<file path="config.mk">
export PLATFORM = sky130hd
export DESIGN_NAME = mem_cmd_arbiter
export DESIGN_NICKNAME = d
export VERILOG_FILES = /design/src/rtl/mem_ctrl_pkg.sv /design/src/rtl/mem_cmd_arbiter_rr_arb2.sv /design/src/rtl/mem_cmd_arbiter.sv
export SDC_FILE = /design/constraint.sdc
export NUM_CORES = 1
export LEC_CHECK = 0
export CAP_MARGIN = 20
export CORE_AREA = 2 2 144 146
export DETAILED_ROUTE_END_ITERATION = 6
export DIE_AREA = 0 0 146 148
export GPL_ROUTABILITY_DRIVEN = 0
export HOLD_SLACK_MARGIN = 0.12
export PLACE_DENSITY = 0.72
export SETUP_SLACK_MARGIN = 0.05
export SYNTH_ARGS = -nofsm -noshare
export SYNTH_HDL_FRONTEND = slang
export SYNTH_SLANG_ARGS = --single-unit
</file>
<file path="constraint.sdc">
create_clock -name clk -period 5.2 [get_ports clk]
set_input_delay 0.78 -clock clk [delete_from_list [all_inputs] [get_ports clk]]
set_output_delay 0.78 -clock clk [all_outputs]
set_load 0.05 [all_outputs]
</file>
<file path="src/rtl/mem_ctrl_pkg.sv">
// Shared types and widths for the memory command arbiter.
//   mem_cmd_t   : 2-bit command encoding seen by requesters and the memory controller
//   arb_state_t : arbiter FSM states
//   ADDR_W      : address width
//   DATA_W      : data width
package mem_ctrl_pkg;

  localparam int ADDR_W = 64;
  localparam int DATA_W = 32;

  typedef enum logic [1:0] {
    NOP   = 2'b00,
    READ  = 2'b01,
    WRITE = 2'b10,
    CLEAR = 2'b11
  } mem_cmd_t;

  typedef enum logic [2:0] {
    IDLE,
    ISSUE,
    WAIT_ACK,
    WAIT_DONE,
    RESP
  } arb_state_t;

endpackage

</file>
<file path="src/rtl/mem_cmd_arbiter_rr_arb2.sv">
// Two-way round-robin pick, purely combinational.
//   req[1:0]  in  : request levels of requester 0 and 1
//   lastGrant in  : index of the requester served most recently
//   valid     out : at least one request present
//   winner    out : index of the chosen requester (meaningful when valid)
module rr_arb2 (
  input  logic [1:0] req,
  input  logic       lastGrant,
  output logic       valid,
  output logic       winner
);

  always_comb begin
    valid = |req;
    // On contention the requester that was not served last goes first;
    // otherwise the only active requester wins.
    if (req == 2'b11) begin
      winner = ~lastGrant;
    end else begin
      winner = req[1];
    end
  end

endmodule

</file>
<file path="src/rtl/mem_cmd_arbiter.sv">
// Arbitrates two command requesters onto a single memory controller port.
//   clk, rst                          : clock, asynchronous active-high reset
//   rN_req/rN_cmd/rN_addr/rN_wdata    : requester N command (req held until rN_done)
//   rN_done/rN_err                    : one-cycle completion pulse / timeout flag
//   rd_data                           : result of the last successful READ
//   mem_cmd/mem_addr/mem_wdata        : command to memory controller
//   mem_start                         : command-valid strobe, held until mem_done drops
//   mem_done/mem_rdata                : memory idle/done level and read data
//   grant                             : index of current owner
//   busy                              : FSM not in IDLE
module mem_cmd_arbiter
  import mem_ctrl_pkg::*;
#(
  parameter int TIMEOUT_CYCLES = 255
) (
  input  logic              clk,
  input  logic              rst,
  input  logic              r0_req,
  input  logic [1:0]        r0_cmd,
  input  logic [ADDR_W-1:0] r0_addr,
  input  logic [DATA_W-1:0] r0_wdata,
  output logic              r0_done,
  output logic              r0_err,
  input  logic              r1_req,
  input  logic [1:0]        r1_cmd,
  input  logic [ADDR_W-1:0] r1_addr,
  input  logic [DATA_W-1:0] r1_wdata,
  output logic              r1_done,
  output logic              r1_err,
  output logic [DATA_W-1:0] rd_data,
  output logic [1:0]        mem_cmd,
  output logic [ADDR_W-1:0] mem_addr,
  output logic [DATA_W-1:0] mem_wdata,
  output logic              mem_start,
  input  logic              mem_done,
  input  logic [DATA_W-1:0] mem_rdata,
  output logic              grant,
  output logic              busy
);

  arb_state_t        state;
  arb_state_t        nextState;
  mem_cmd_t          curCmd;
  mem_cmd_t          pickCmd;
  logic [ADDR_W-1:0] curAddr;
  logic [DATA_W-1:0] curWdata;
  logic              lastGrant;
  logic [7:0]        waitCount;
  logic              waitExpired;
  logic              timedOut;
  logic              pickValid;
  logic              pickWinner;
  logic              accept;

  rr_arb2 u_rrArb (
    .req       ({r1_req, r0_req}),
    .lastGrant (lastGrant),
    .valid     (pickValid),
    .winner    (pickWinner)
  );

  assign pickCmd     = mem_cmd_t'(pickWinner ? r1_cmd : r0_cmd);
  // A new command is only taken while the memory reports idle.
  assign accept      = (state == IDLE) && pickValid && mem_done;
  // >= rather than == so a count that passes the limit still aborts.
  assign waitExpired = (waitCount >= 8'(TIMEOUT_CYCLES - 1));
  assign mem_addr    = curAddr;
  assign mem_wdata   = curWdata;

  always_ff @(posedge clk or posedge rst) begin
    if (rst) begin
      state <= IDLE;
    end else begin
      state <= nextState;
    end
  end

  always_comb begin
    nextState = state;
    mem_start = 1'b0;
    mem_cmd   = NOP;
    busy      = (state != IDLE);
    r0_done   = 1'b0;
    r0_err    = 1'b0;
    r1_done   = 1'b0;
    r1_err    = 1'b0;
    case (state)
      IDLE: begin
        if (accept) begin
          // NOP completes without touching memory.
          nextState = (pickCmd == NOP) ? RESP : ISSUE;
        end
      end
      ISSUE: begin
        mem_start = 1'b1;
        mem_cmd   = curCmd;
        nextState = WAIT_ACK;
      end
      WAIT_ACK: begin
        mem_start = 1'b1;
        mem_cmd   = curCmd;
        if (!mem_done) begin
          nextState = WAIT_DONE;
        end else if (waitExpired) begin
          nextState = RESP;
        end
      end
      WAIT_DONE: begin
        mem_cmd = curCmd;
        if (mem_done || waitExpired) begin
          nextState = RESP;
        end
      end
      RESP: begin
        r0_done   = ~grant;
        r1_done   = grant;
        r0_err    = ~grant & timedOut;
        r1_err    = grant & timedOut;
        nextState = IDLE;
      end
      default: nextState = IDLE;
    endcase
  end

  always_ff @(posedge clk or posedge rst) begin
    if (rst) begin
      curCmd    <= NOP;
      curAddr   <= '0;
      curWdata  <= '0;
      grant     <= 1'b0;
      lastGrant <= 1'b1;
      rd_data   <= '0;
      waitCount <= '0;
      timedOut  <= 1'b0;
    end else begin
      case (state)
        IDLE: begin
          if (accept) begin
            grant     <= pickWinner;
            curCmd    <= pickCmd;
            curAddr   <= pickWinner ? r1_addr : r0_addr;
            curWdata  <= pickWinner ? r1_wdata : r0_wdata;
            waitCount <= '0;
            timedOut  <= 1'b0;
          end
        end
        WAIT_ACK: begin
          waitCount <= waitCount + 8'd1;
          if (mem_done && waitExpired) begin
            timedOut <= 1'b1;
          end
        end
        WAIT_DONE: begin
          waitCount <= waitCount + 8'd1;
          if (mem_done) begin
            if (curCmd == READ) begin
              rd_data <= mem_rdata;
            end
          end else if (waitExpired) begin
            timedOut <= 1'b1;
          end
        end
        RESP: begin
          lastGrant <= grant;
        end
        default: ;
      endcase
    end
  end

endmodule

</file>
After elaboration in Yosys (flattened, before gate mapping)
Cells that the tools add are included.
W data, S select, Z words.

operators by class
  bitwise gates (word level) = 4
  reduce and logical (&&, ||, !) cells = 18
  $add $sub $neg = 1
  mux-type cells = 23
  $mul = 0
  order comparisons = 1
  shift operators = 0
  equality and inequality tests = 12
  div/mod/pow operators = 0

operators with widths
  cell                   number
  $mux W64               1
  $mux W32               1
  $pmux W8 S2            1
  $mux W3                5
  $pmux W3 S4            1
  $mux W1                10
  $ne A2 B2 Y1 const B   5
  $add A8 B1 Y8 const B  1
  $ge A8 B8 Y1 const B   1
  $mux W8                1
  $eq A3 B2 Y1 const B   2
  $reduce_and A3 Y1      2
  $reduce_bool A3 Y1     2
  $reduce_or A2 Y1       3
  $reduce_and A5 Y1      1
  $mux W2                2
  $reduce_and A2 Y1      2
  $eq A3 B1 Y1 const B   1
  $eq A3 B3 Y1 const B   1
  $logic_and A1 B1 Y1    3
  $logic_not A3 Y1       1
  $ne A3 B3 Y1 const B   1
  $pmux W1 S3            1
  $reduce_or A3 Y1       1
  7 further kinds        9

word-level totals
  bits in registers = 144
  bits of input ports = 233
  memory bits (writable) = 0
  memories kept = 0
  logic and storage cells = 68
  bits in latches = 0
  ROM bits = 0

Longest topological paths before layout
Gate-level depths: netlist of the first run.

  depth after elaboration = 7
  mapped depth = 9

Hierarchy
A second synthesis of the first run with hierarchy kept.

second synthesis, totals
  cell total of the unflattened synthesis = 584
  area, all modules = 6497.5 um^2

modules (own cells, without submodules)
  module           instances  area an instance (um^2)  cells an instance
  mem_cmd_arbiter  1          6483.7                   582
  rr_arb2          1          13.8                     2

Worst setup path after synthesis of the first run
No wires, ideal clock.

  path type = reg2out
  start point = register state[0]
  end point = output r0_err
  buffers on the path = 1
  arrival = 1.990 ns
  cell stages (with the launch flop) = 6
  slack = 2.430 ns
  cell sequence = dfrtp_1 > buf_6 > nor2_1 > nand2_1 > nor2_1 > and2_1

between the ends
  cells in the longest elaborated chain, start to end = 2

RTL lines
  item                      RTL line               source
  start: declaration        mem_cmd_arbiter.sv:41  arb_state_t state;
  start signal: assignment  mem_cmd_arbiter.sv:74  state <= nextState;
  $eq A3 B3 Y1              mem_cmd_arbiter.sv:87  case (state)
  $mux W1                   mem_cmd_arbiter.sv:87
  end: declaration          mem_cmd_arbiter.sv:23  output logic r0_err,

Every way passes these cells.

Worst setup path in the final report of the first run
Ends and elaborated chain as after synthesis.

==> results.json, run 1 <==
{
  "drt_iter0_drc": 159,
  "maxCapViolCount": 0,
  "internal-power_mw": 3.592,
  "synth_edf_count": 0,
  "tns_ps": 0,
  "stdcell_count": 1217,
  "fmax_mhz": 317.7,
  "switching_share_pct": 47.29,
  "h-tree-depth": 4,
  "core_um2": 20040,
  "dp_hpwl_um": 14430,
  "ys_seq_area_share_pct": 55.83,
  "yosysWarnings": 0,
  "slew_viol_final": 0,
  "globalRoute.totalOverflow": 0,
  "totalWireLength_um": 18910,
  "pwr-share-comb_pct": 55.2,
  "die_area_um2": 21610,
  "cellLeakagePower_nw": 4.760,
  "ant_nets": 0,
  "crit_required_ps": 4420,
  "grt_pass1_wl_um": 29860,
  "die_w_um": 146,
  "max_slew_margin_pct": 36.14,
  "vias": 5509,
  "wl_per_cell_um": 15.54,
  "critPathMaxFanout": 8,
  "via_per_inst": 4.527,
  "cts.sinks": 144,
  "worst_pin_slew_ps": 957.9,
  "portBuffers": 369,
  "cts_inserted_buffers": 17,
  "critPathMostFrequentCell": "nor2_1",
  "dieHeight_um": 148,
  "grt_pass1_vias": 5737,
  "drtPass1Iterations": 4,
  "path_cells": "nor2_1, nand2_1, nor2_1, and2_1, clkdlybuf4s50_1",
  "min_path_type": "flop to flop",
  "clkSlewWorstSetupHoldPaths_ps": 60,
  "cts-root-buf": "clkbuf_16",
  "num_antenna_cells": 0,
  "clkLatencyLatePin_ps": 410,
  "dp.cells": 1186,
  "synthesis.instances": 580,
  "finClkSkew_ps": 11.06,
  "cp_slowest_cell": "clkdlybuf4s50_1",
  "synthTopCellsByArea": "dfrtp_1 (55%), mux2i_1 (15%), nand2_1 (6.2%), mux2_2 (5.6%), o21ai_0 (5.3%)",
  "drive_gt1_share_pct": 7.920,
  "syn_area_um2": 6456,
  "ys_ff_latch": 144,
  "drt-met1-wl_um": 7472,
  "routed-wl-met3_um": 1525,
  "rows": 52,
  "status": "finished clean",
  "clock_path_buffers": 2,
  "synth_common_cells": "dfrtp_1 (143), nand2_1 (107), mux2i_1 (98), o21ai_0 (69), o21ai_1 (38)",
  "synth.top_cell.area_share_pct": 55.43,
  "top_layer": "met4",
  "rsz0062_at_grt": "no",
  "grt_max_degree": 117,
  "crit_path_end_kind": "output pin",
  "finalSetupViolCount": 0,
  "period_share_pct": 60.53,
  "route.met2.wl_um": 9495,
  "seqPwrFrac_pct": 28.1,
  "cts_tree": "built",
  "syn_to_final_growth_pct": 68.60,
  "slowest_delay_ps": 800,
  "synth_most_common_cell": "dfrtp_1",
  "synth_nets": 815,
  "ys_async_sr_fraction_pct": 100.0,
  "power_density_nw_per_um2": 626.0,
  "yosys.area.top_type": "dfrtp_1",
  "p_total_mw": 6.814,
  "fin_nets": 1170,
  "worstPathArrival_ps": 2370,
  "cts_setup_buffers": 0,
  "cts_resized": 0,
  "cts_hold_buf": 0,
  "syn_area_per_cell_um2": 11.13,
  "initial_core_util_pct": 32.22,
  "vdd_ir_drop_max_mv": 0.3250,
  "hold_viol_final": 0,
  "fill_cells": 1837,
  "ys_types": 40,
  "top_level_ports": 370,
  "globalRouteTotalUtil_pct": 17.57,
  "finalCriticalPeriod_ps": 3147,
  "synth-main-ff-cell": "dfrtp_1",
  "drc": 0,
  "antenna_found_initial": 0,
  "worstSetupPathType": "flop to output pin",
  "power_switching_mw": 3.223,
  "p_clk_share_pct": 16.7,
  "start_kind": "flop"
}
-- cell families (layout without fill, tap and decap cells) --
family | count (synthesis) | in the layout | share of synthesized area, %
AOI/OAI and AO/OA | 120 | 120 | 9.942
xor gates and xnor gates | 3 | 3 | 0.4071
adders and majority gates | 3 | 3 | 0.5426
buffers and inverters | 43 | 410 | 3.663
DFF | 144 | 144 | 55.83
muxes | 130 | 130 | 20.78
and+or+nand+nor | 137 | 137 | 8.838
-- cell usage in the layout, fill, tap and decap left out, types with 2 or more instances in the layout --
| cell | netlist | routed |
|---|---|---|
| nor3_1 | 2 | 2 |
| a21o_1 | 3 | 3 |
| clkbuf_16 | 0 | 17 |
| o21ai_1 | 38 | 38 |
| clkinvlp_4 | 0 | 4 |
| nand2_1 | 107 | 107 |
| nor3b_1 | 2 | 2 |
| clkinv_4 | 0 | 2 |
| inv_6 | 0 | 4 |
| nor2_1 | 7 | 6 |
| o211ai_1 | 2 | 2 |
| and2_1 | 2 | 2 |
| nand3_1 | 8 | 8 |
| clkbuf_1 | 17 | 3 |
| o21ai_0 | 69 | 69 |
| buf_4 | 0 | 8 |
| mux2_2 | 32 | 32 |
| dfrtp_1 | 143 | 143 |
| xor2_1 | 2 | 2 |
| mux2i_1 | 98 | 98 |
| ha_1 | 2 | 2 |
| clkdlybuf4s50_1 | 0 | 369 |
-- area by class of cell --
class	count	area, um^2	share of cell area (%)
well taps	270	337.8	3.103
multi-input cells	393	2631	24.17
flip-flops and latches	144	3605	33.12
clock inverters	11	108.9	1.000
clock buffers	20	436.7	4.012
repair buffers	377	3754	34.48
inverters	2	12.51	0.1149
-- final timing paths --
check | cells past startpoint | startpoint | end | slack, ps
max | 5 | state[0] | r0_err | 2050
min | 2 | mem_addr[59] | mem_addr[59] | 480
max reg2reg | 5 | state[0] | mem_wdata[3] | 3170
min reg2reg | 2 | mem_addr[59] | mem_addr[59] | 480
max in group asynchronous | 3 | rst | mem_wdata[21] | 3370
min in group asynchronous | 2 | rst | mem_addr[31] | 910
-- critical path, delay by kind of cell, from the launching register on --
kind | cells | cell delay, ps
flip-flops | 1 | 470
AND/OR/NAND/NOR | 4 | 690
buffers and inverters | 1 | 800
-- per-layer routing --
layer | up-vias | GRT usage, %
li1 | 2724 | -
met1 | 2527 | 19.75
met2 | 231 | 30.40
met3 | 27 | 6.667
met4 | 0 | 6.699
met5 | - | 0
-- power groups by stage --
stage	combinational (mW)	clock (mW)	sequential, mW
final	3.76	1.14	1.91
after floorplan	0.849	0	3.50
after global routing	3.96	1.23	1.99
after CTS	3.80	1.18	1.92
after global placement	3.77	0	1.91
after detailed placement	3.80	0	1.93
-- stage by stage --
stage | cell area [um^2] | setup WS (ps) | utilization [%] | hold slack, ps
after CTS | 10890 | 2003 | 54.32 | 481.5
after global placement | 10340 | 2367 | 51.60 | 461.2
after global routing | 10890 | 1888 | 54.32 | 500.4
after floorplan | 6456 | 555.4 | - | 454.8
after detailed placement | 10340 | 2309 | 51.60 | 469.1
final | 10890 | 2053 | 54.32 | 476.9
-- sequential cells by signal (all words and copies together), names as in the netlist --
register and count:
state 3, curCmd 2, grant 1, lastGrant 1, rd_data 32, timedOut 1, mem_addr 64, mem_wdata 32
waitCount 8
Power figures use the tool's default switching activity.
==> run 2: changes to the inputs <==
--- a/config.mk
+++ b/config.mk
@@ -6,12 +6,12 @@
 export NUM_CORES = 1
 export LEC_CHECK = 0
 export CAP_MARGIN = 20
-export CORE_AREA = 2 2 144 146
+export CORE_AREA = 2 2 143 145
 export DETAILED_ROUTE_END_ITERATION = 6
-export DIE_AREA = 0 0 146 148
+export DIE_AREA = 0 0 145 147
 export GPL_ROUTABILITY_DRIVEN = 0
 export HOLD_SLACK_MARGIN = 0.12
-export PLACE_DENSITY = 0.72
+export PLACE_DENSITY = 0.75
 export SETUP_SLACK_MARGIN = 0.05
 export SYNTH_ARGS = -nofsm -noshare
 export SYNTH_HDL_FRONTEND = slang
==> constraint.sdc (replaced) <==
create_clock -name clk -period 2.8 [get_ports clk]
set_input_delay 0.42 -clock clk [delete_from_list [all_inputs] [get_ports clk]]
set_output_delay 0.42 -clock clk [all_outputs]
set_load 0.05 [all_outputs]
==> run 2 against run 1 <==
Sequential share of layout area down 0.30 points. Non-clock buffer count down 1. First-iteration DRC count down 1.3%. Clock-buffer cell count up 1. Critical path depth down 2. Global-route usage up 0.32 points. Critical endpoint is now mem_cmd[1]. Largest cell class unchanged. Largest power group unchanged.
==> results.json, run 2 (synthesis gave the netlist of run 1 again) <==
{
  "status": "finished clean",
  "clkLatencyLatePin_ps": 420,
  "drt_iter0_drc": 157,
  "cellLeakagePower_nw": 4.829,
  "dieHeight_um": 147,
  "finClkSkew_ps": 18.11,
  "fin_nets": 1169,
  "crit_required_ps": 2380,
  "final_common_cell": "clkdlybuf4s50_1",
  "fill_cells": 1760,
  "seqPwrFrac_pct": 27.6,
  "holdWs_ps": 280.6,
  "wl_per_cell_um": 15.49,
  "pwr-share-comb_pct": 54.3,
  "power_density_nw_per_um2": 1173,
  "cts.sinks": 144,
  "cts-root-buf": "clkbuf_16",
  "finalSetupViolCount": 0,
  "slowest_delay_ps": 870,
  "grt_pass1_wl_um": 30120,
  "via_per_inst": 4.497,
  "top_level_ports": 370,
  "ant_nets": 0,
  "slew_viol_final": 0,
  "antenna_found_initial": 0,
  "initial_core_util_pct": 32.53,
  "ff2ff_setup_slack_ps": 920,
  "grt_max_degree": 106,
  "tns_ps": 0,
  "cts_tree": "built",
  "critPathMaxFanout": 8,
  "p_clk_share_pct": 18.1,
  "multiInputGateArea_um2": 2631,
  "fmax_mhz": 386.6,
  "worst_pin_slew_ps": 698.7,
  "worstPathArrival_ps": 2170,
  "core_um2": 19840,
  "path_buf_inv": 1,
  "cts_inserted_buffers": 17,
  "grt_pass1_vias": 5611,
  "drc": 0,
  "clock_path_buffers": 2,
  "max_slew_margin_pct": 53.06,
  "clkSlewWorstSetupHoldPaths_ps": 60,
  "dp_hpwl_um": 14450,
  "globalRoute.totalOverflow": 0,
  "cp_slowest_cell": "clkdlybuf4s50_1",
  "die_area_um2": 21320,
  "h-tree-depth": 4,
  "path_cells": "nor2_1, nor3b_1, clkdlybuf4s50_1",
  "power_switching_mw": 6.008,
  "largest_reg_flops": 64,
  "syn_to_final_growth_pct": 70.14,
  "totalWireLength_um": 18850,
  "num_antenna_cells": 0,
  "seqCellArea_um2": 3605,
  "crit_family": "buffers and inverters",
  "crit_path_end_kind": "output pin",
  "min_path_type": "primary input to asynchronous set/reset pin",
  "rows": 52,
  "vdd_ir_drop_max_mv": 0.5211,
  "period_share_pct": 92.38,
  "drtPass1Iterations": 4,
  "portBuffers": 369,
  "layout_common_cells": "clkdlybuf4s50_1 (364), dfrtp_1 (143), nand2_1 (107), mux2i_1 (98), o21ai_0 (69)",
  "finalCriticalPeriod_ps": 2587,
  "worstSetupPathType": "flop to output pin",
  "switching_share_pct": 46.61,
  "rsz0062_at_grt": "no",
  "hold_viol_final": 0,
  "start_kind": "flop",
  "internal-power_mw": 6.881,
  "globalRouteTotalUtil_pct": 17.89,
  "maxCapViolCount": 0,
  "post-route-util_pct": 55.35,
  "drive_gt1_share_pct": 8.237,
  "die_w_um": 145,
  "vias": 5473
}
run 2: what timing repair did:
item,4_1_cts,5_1_grt
resized for setup,0,1
setup buffers,0,0
endpoints found under the hold margin,0,0
setup endpoints to repair,0,1
hold buffers,0,0
run 2: area by class of cell:
type / count / area share (%)
Tap cell: 270 / 3.076
Sequential cell: 144 / 32.82
Inverter: 2 / 0.1025
Clock buffer: 21 / 4.010
Clock inverter: 11 / 1.435
Multi-Input combinational cell: 393 / 23.95
Timing Repair Buffer: 376 / 34.61
run 2: path summary, 6_finish.rpt:
check | from | endpoint | cells after the start
setup / recovery | state[0] | mem_cmd[1] | 3
hold / removal | rst | mem_wdata[6] | 2
setup reg to reg | state[0] | mem_addr[18] | 5
hold reg to reg | mem_addr[25] | mem_addr[25] | 2
max in group asynchronous | rst | rd_data[14] | 3
min in group clk | mem_addr[25] | mem_addr[25] | 2
run 2: metrics by stage:
step / std cells / setup slack (ps) / total power [mW] / cell area [um^2]
2_1_floorplan: 580 / 390.4 / 8.081 / 6460
3_3_place_gp: 1185 / 380.4 / 10.57 / 10380
3_5_place_dp: 1185 / 341.0 / 10.67 / 10380
4_1_cts: 1217 / 57.91 / 13.06 / 10980
5_1_grt: 1217 / 83.12 / 13.56 / 10980
6_report: 1217 / 213.5 / 12.89 / 10980
run 2: power by group through the flow:
stage	Clock, mW	Sequential, mW	Combinational [mW]
2_1_floorplan	0	6.50	1.58
3_3_place_gp	0	3.57	7.00
3_5_place_dp	0	3.60	7.07
4_1_cts	2.40	3.58	7.08
5_1_grt	2.49	3.70	7.37
6_report	2.33	3.56	7.00
run 2: worst register-to-register path: cells and delay by family (launching register included):
kind            cells  cell delay [ps]
buf+inv             1              240
compound gates      1               90
simple gates        3              950
flops               1              470
run 2: per-layer routing:
layer | track usage, % | vias to the layer above | share of wire (%)
li1 | - | 2723 | -
met1 | 21.10 | 2506 | 41
met2 | 30.21 | 219 | 50
met3 | 6.584 | 25 | 7.5
met4 | 6.188 | 0 | 2.1
met5 | 0 | - | 0
